<file path="config.mk">
export PLATFORM = sky130hd
export DESIGN_NAME = seg_scan_ctrl
export DESIGN_NICKNAME = d
export VERILOG_FILES = /design/src/rtl/seg_scan_pkg.sv /design/src/rtl/seg_refresh_timer.sv /design/src/rtl/seg_scan_ctrl.sv
export SDC_FILE = /design/constraint.sdc
export NUM_CORES = 1
export LEC_CHECK = 0
export CAP_MARGIN = 20
export CORE_MARGIN = 10
export CORE_UTILIZATION = 30
export CTS_CLUSTER_DIAMETER = 150
export DETAILED_ROUTE_END_ITERATION = 6
export MAX_ROUTING_LAYER = met4
export PLACE_DENSITY = 0.46
export SETUP_SLACK_MARGIN = 0.4
export SYNTH_ARGS = -nofsm -noshare
export SYNTH_HDL_FRONTEND = slang
export SYNTH_SLANG_ARGS = --single-unit
</file>
<file path="constraint.sdc">
create_clock -name clk -period 2.09 [get_ports clk]
set_input_delay 0.209 -clock clk [delete_from_list [all_inputs] [get_ports clk]]
set_output_delay 0.209 -clock clk [all_outputs]
set_load 0.05 [all_outputs]
</file>
<file path="src/rtl/seg_scan_pkg.sv">
// Shared types and constants for the multiplexed 7-segment scan controller.
// Leading-zero blanking is enabled by defining SEG_SCAN_LZ_BLANK_EN.
package seg_scan_pkg;

    typedef enum logic [1:0] {
        IDLE  = 2'd0,
        LIT   = 2'd1,
        GUARD = 2'd2
    } scan_state_e;

    localparam int BCD_W = 4;
    localparam logic [BCD_W-1:0] BLANK_NIB = 4'h0;

    function automatic logic nib_is_bcd(input logic [BCD_W-1:0] nib);
        return nib <= 4'd9;
    endfunction

endpackage

</file>
<file path="src/rtl/seg_refresh_timer.sv">
// Down-counter for digit-on and guard intervals; tc flags a count of zero.
// Loading takes priority over counting; the count parks at zero.
module seg_refresh_timer #(
    parameter int CNT_W = 8
) (
    input  logic             clk,
    input  logic             rst_n,
    input  logic             load,
    input  logic [CNT_W-1:0] load_val,
    output logic [CNT_W-1:0] cnt,
    output logic             tc
);

    logic [CNT_W-1:0] cnt_q;
    logic [CNT_W-1:0] cnt_d;

    always_comb begin
        cnt_d = cnt_q;
        if (load) begin
            cnt_d = load_val;
        end else if (cnt_q != '0) begin
            cnt_d = cnt_q - 1'b1;
        end
    end

    always_ff @(posedge clk or negedge rst_n) begin
        if (!rst_n) begin
            cnt_q <= '0;
        end else begin
            cnt_q <= cnt_d;
        end
    end

    assign cnt = cnt_q;
    assign tc  = (cnt_q == '0);

endmodule

</file>
<file path="src/rtl/seg_scan_ctrl.sv">
// Multiplexed BCD display scanner with pending/display double buffering.
// Define SEG_SCAN_LZ_BLANK_EN to darken leading zero digits.
module seg_scan_ctrl
    import seg_scan_pkg::*;
#(
    parameter int NUM_DIGITS  = 4,
    parameter int REFRESH_DIV = 1000,
    parameter int BLANK_CYC   = 16
) (
    input  logic                        clk,
    input  logic                        rst_n,
    input  logic [BCD_W*NUM_DIGITS-1:0] bcd_in,
    input  logic                        bcd_valid,
    output logic                        bcd_ready,
    output logic [BCD_W-1:0]            digit_nib,
    output logic [NUM_DIGITS-1:0]       digit_sel_n,
    output logic                        frame_start
);

    localparam int MAX_CYC = (REFRESH_DIV > BLANK_CYC) ?
                             REFRESH_DIV : BLANK_CYC;
    localparam int CNT_W = $clog2(MAX_CYC);
    localparam int IW    = $clog2(NUM_DIGITS);
    localparam int DW    = BCD_W * NUM_DIGITS;

    localparam logic [CNT_W-1:0] LIT_LOAD   = CNT_W'(REFRESH_DIV - 1);
    localparam logic [CNT_W-1:0] GUARD_LOAD = CNT_W'(BLANK_CYC - 1);
    localparam logic [IW-1:0]    LAST_IDX   = IW'(NUM_DIGITS - 1);

    scan_state_e      state_q, state_d;
    logic [IW-1:0]    idx_q, idx_d;
    logic [DW-1:0]    pend_q, pend_d;
    logic             pend_full_q, pend_full_d;
    logic [DW-1:0]    disp_q, disp_d;

    logic             tmr_load;
    logic [CNT_W-1:0] tmr_load_val;
    logic [CNT_W-1:0] tmr_cnt;
    logic             tmr_tc;

    logic             xfer;
    logic             consume;
    logic [IW-1:0]    idx_next;
    logic [BCD_W-1:0] cur_nib;
    logic [NUM_DIGITS-1:0] lz_dark;
    logic             dark;

    seg_refresh_timer #(
        .CNT_W (CNT_W)
    ) u_timer (
        .clk      (clk),
        .rst_n    (rst_n),
        .load     (tmr_load),
        .load_val (tmr_load_val),
        .cnt      (tmr_cnt),
        .tc       (tmr_tc)
    );

    assign bcd_ready = !pend_full_q;
    assign xfer      = bcd_valid && bcd_ready;
    assign idx_next  = (idx_q == LAST_IDX) ? '0 : idx_q + 1'b1;

    // Next-state: slot sequencing and frame-boundary consumption
    always_comb begin
        state_d      = state_q;
        idx_d        = idx_q;
        tmr_load     = 1'b0;
        tmr_load_val = LIT_LOAD;
        consume      = 1'b0;
        unique case (state_q)
            IDLE: begin
                if (pend_full_q) begin
                    state_d  = LIT;
                    idx_d    = '0;
                    tmr_load = 1'b1;
                    consume  = 1'b1;
                end
            end
            LIT: begin
                if (tmr_tc) begin
                    state_d      = GUARD;
                    tmr_load     = 1'b1;
                    tmr_load_val = GUARD_LOAD;
                end
            end
            GUARD: begin
                if (tmr_tc) begin
                    state_d  = LIT;
                    idx_d    = idx_next;
                    tmr_load = 1'b1;
                    consume  = (idx_next == '0) && pend_full_q;
                end
            end
            default: begin
                state_d = IDLE;
                idx_d   = '0;
            end
        endcase
    end

    always_comb begin
        pend_d      = pend_q;
        pend_full_d = pend_full_q;
        disp_d      = disp_q;
        if (consume) begin
            disp_d      = pend_q;
            pend_full_d = 1'b0;
        end
        if (xfer) begin
            pend_d      = bcd_in;
            pend_full_d = 1'b1;
        end
    end

    always_ff @(posedge clk or negedge rst_n) begin
        if (!rst_n) begin
            state_q     <= IDLE;
            idx_q       <= '0;
            pend_q      <= '0;
            pend_full_q <= 1'b0;
            disp_q      <= '0;
        end else begin
            state_q     <= state_d;
            idx_q       <= idx_d;
            pend_q      <= pend_d;
            pend_full_q <= pend_full_d;
            disp_q      <= disp_d;
        end
    end

    always_comb begin
        cur_nib = BLANK_NIB;
        for (int i = 0; i < NUM_DIGITS; i++) begin
            if (idx_q == IW'(i)) begin
                cur_nib = disp_q[i*BCD_W +: BCD_W];
            end
        end
    end

`ifdef SEG_SCAN_LZ_BLANK_EN
    // A digit is a leading zero if it and every higher digit are zero
    always_comb begin : lz_p
        logic run;
        run     = 1'b1;
        lz_dark = '0;
        for (int i = NUM_DIGITS - 1; i > 0; i--) begin
            run        = run && (disp_q[i*BCD_W +: BCD_W] == 4'h0);
            lz_dark[i] = run;
        end
    end
`else
    assign lz_dark = '0;
`endif

    always_comb begin
        dark = !nib_is_bcd(cur_nib);
        for (int i = 0; i < NUM_DIGITS; i++) begin
            if (idx_q == IW'(i) && lz_dark[i]) begin
                dark = 1'b1;
            end
        end
    end

    // Outputs decode straight from reset-cleared flops so reset blanks at once
    always_comb begin
        digit_sel_n = '1;
        digit_nib   = BLANK_NIB;
        frame_start = 1'b0;
        if (state_q == LIT) begin
            digit_nib   = cur_nib;
            frame_start = (idx_q == '0) && (tmr_cnt == LIT_LOAD);
            for (int i = 0; i < NUM_DIGITS; i++) begin
                if (idx_q == IW'(i) && !dark) begin
                    digit_sel_n[i] = 1'b0;
                end
            end
        end
    end

endmodule

</file>
==> reports/qor.csv <==
metric,value,unit
post-route design area,3850,sq um
Final ANT Viol Nets,0,
Post-DP Area,3150,sq um
syn_area_per_cell,11.6,sq um
XOR/XNOR share of the synthesized area,0.0141,
DR WL/cell,17.0,microns
"most common cell after layout, fill and taps aside",dfrtp_1,
Synth Area in Simple Gates,0.129,
GRT met3 Usage,0.0276,
Pleak,1.63,nW
CTS HTree Levels,2,
Crit Path Class,flop to output port,
die width,111,microns
nets@finish,324,
row count,33,
largest net degree at the start of global routing,26,
Initial Utilization,0.305,
"Hold Vio Cnt, Final",0,
Setup crit start kind,flop,
Clock Latency Late Sink,0.31,ns
DRT Pass-1 Iters,4,
WL final,6.79,mm
grt ovf,0,
Worst Path Max Fanout,5,
met1 Use GR,0.123,
combinational share of power,0.552,
"Primary FF master, synth",dfrtp_1,
Worst setup EP type,output port,
FF-to-FF path depth,7,
peak supply drop,0.890,mV
Finish-stage setup viols,6,
I/O pin count,29,
Gate Count Post-Synth,214,
Overall Power,0.00492,W
layout cells sized above 1,0.541,
status,finished with violations,
f_max,435,MHz
routed vias/inst,4.88,
post-route setup slack,-0.209,ns
number of inserted diodes,0,
r2r setup slk,0.08,ns
asr flop ratio synth,1.00,
clock share of power,0.122,
max-cap viol count,0,
Reg power frac,0.326,
vias in the first global route,2061,
HP Class,input port to async pin,
adder-cell share of the synthesized area,0.0605,
CTS tree,yes,
synth warn,0,
Clock Sinks,47,
Critical Path RT,1.88,ns
initial antenna violation count,0,
max_slew headroom,0.626,
main combinational cell family by area after synthesis,multiplexers,
failing checks,negative setup slack,
TritonCTS Buffers,5,
core area,8130,sq um
Die H,111,microns
Switch Pwr,0.00190,W
crit path DAT,2.09,ns
most frequent cells in the layout,"dfrtp_1 (45), buf_4 (36), clkdlybuf4s50_1 (17)",
fill count,728,
compound-gate portion of the synthesized area,0.120,
"EDFF count, synth",0,
met2 Use GR,0.172,
GRT busiest layer,met2,
Least-Margin Pin Slew,0.560,ns
full die area,12300,sq um
RR Endpoint,disp_q[0],
DR vias,1949,
Port Buffers,28,
Sw Share,0.386,
internal power,0.00302,W
DR iter-0 viols,98,
Root Driver,clkbuf_8,
buffer depth of the longest clock path,2,
multiplexer area fraction after synthesis,0.169,
register area share after synthesis,0.474,
fin. max-slew vios,0,
All-Layer GR Usage,0.105,
first-pass GRT wire length,10.5,mm
Mapped Nets,245,
RSZ-0062 raised after global routing,true,
crit share post-route,1.10,
skew final,0.00872,ns
hold slack,0.429,ns
Post-Syn Area,2480,sq um
Area Overhead vs Synth,55.4,%
Critical R2R Launch,u_timer.cnt[0],
post-synthesis cell type count,49,
flip-flop and latch count after synthesis,47,
DRC,0,
Routability Congestion,0.851,
DPL Wire Length,4.14,mm
clock slew at reported path FFs,0.10,ns
Cell Pwr Density,1280,nW/um^2
Period minus WS final,2.30,ns
## metrics by stage
stage	util	setup TNS [ns]	worst slack, ns	instances
6_report	0.474	-0.946	-0.209	399
5_1_grt	0.474	-1.67	-0.317	399
4_1_cts	0.443	-0.474	-0.157	383
3_5_place_dp	0.387	0	0.0568	354
3_3_place_gp	0.387	0	0.0426	354
2_1_floorplan	-	-1.10	-0.175	214
## cells by family (layout without fill, tap and decap cells)
group                    Yosys count  after routing
buffers and inverters             18             98
flip-flops                        47             47
XOR/XNOR                           4              4
AO/OA/AOI/OAI                     41             41
multiplexers                      34             34
AND/OR/NAND/NOR                   58             58
adder cells (fa/ha/maj)           12             12
## timing repair
action,4_1_cts,5_1_grt
setup endpoints to repair,38,40
buffers inserted,19,16
cloned,1,0
pin swaps,13,20
resized for setup,48,38
hold endpoints to repair,22,0
hold buffers,1,0
## flip-flops by register name (all words and copies together) (netlist names)
signal,count
u_timer.cnt,10
state_q,2
idx_q,2
pend_q,16
disp_q,16
pend_full_q,1
## per-layer routing
metal / wire (microns) / up-vias
li1: - / 932
met1: 2950 / 966
met3: 303 / 8
met4: 81 / 0
met5: 0 / -
met2: 3460 / 43
## power groups by stage
| stage | Sequential (W) | Combinational [W] | Clock, W |
|---|---|---|---|
| 4_1_cts | 0.00159 | 0.00253 | 0.000623 |
| 3_3_place_gp | 0.00159 | 0.00220 | 0 |
| 5_1_grt | 0.00166 | 0.00290 | 0.000667 |
| 6_report | 0.00160 | 0.00272 | 0.000602 |
| 2_1_floorplan | 0.00152 | 0.00149 | 0 |
| 3_5_place_dp | 0.00159 | 0.00221 | 0 |
## synth_stat cells, types with 2 or more instances
library cell   n  share of area
mux2i_1        2         0.0081
xnor2_1        2         0.0071
dfrtp_1       47           0.47
nor4_1         3         0.0076
a211oi_1       4          0.012
mux2_2        22           0.10
o21ai_0        8          0.016
buf_6          2         0.0091
inv_1         10          0.015
o211ai_1       6          0.018
o31ai_1        2         0.0061
a22o_1         2         0.0071
mux2_4        10          0.061
clkbuf_1       5         0.0076
xor2_1         2         0.0071
nand2_1       11          0.017
nand2b_1       2         0.0050
nand3_1        5          0.010
nand3b_1       2         0.0061
nand4_1        2         0.0050
ha_1          12          0.061
nor2_1        11          0.017
nor2b_1        5          0.013
nor3_1         5          0.010
a21oi_1        8          0.016
## area by class of cell
class                   count  area [sq um]  share of cell area
clock buffers               5          68.8              0.0179
clock inverters             3          27.5             0.00714
inverters                  10          42.5              0.0110
multi-input cells         149          1540               0.401
flip-flops and latches     47          1180               0.306
well taps                 105           131              0.0341
repair buffers             80           862               0.224
## worst max-delay path, stage by stage (launching register included)
cell and delay [ns]:
dfrtp_2 0.45, inv_4 0.07, ha_4 0.18, nand3b_1 0.17, a211oi_2 0.29, a21oi_2 0.09, o211ai_1 0.30, clkbuf_16 0.24
## worst max-delay path by stage
stage,start,cells past startpoint,endpoint,slack (ns)
5_1_grt,idx_q[1],7,digit_sel_n[3],-0.32
2_1_floorplan,idx_q[0],7,digit_sel_n[0],-0.18
4_1_cts,idx_q[1],7,digit_sel_n[1],-0.16
3_3_place_gp,idx_q[0],7,digit_sel_n[1],0.04
3_5_place_dp,idx_q[0],7,digit_sel_n[1],0.06
6_report,idx_q[1],7,digit_sel_n[3],-0.21
No activity file was read; power rests on OpenSTA's default activity.
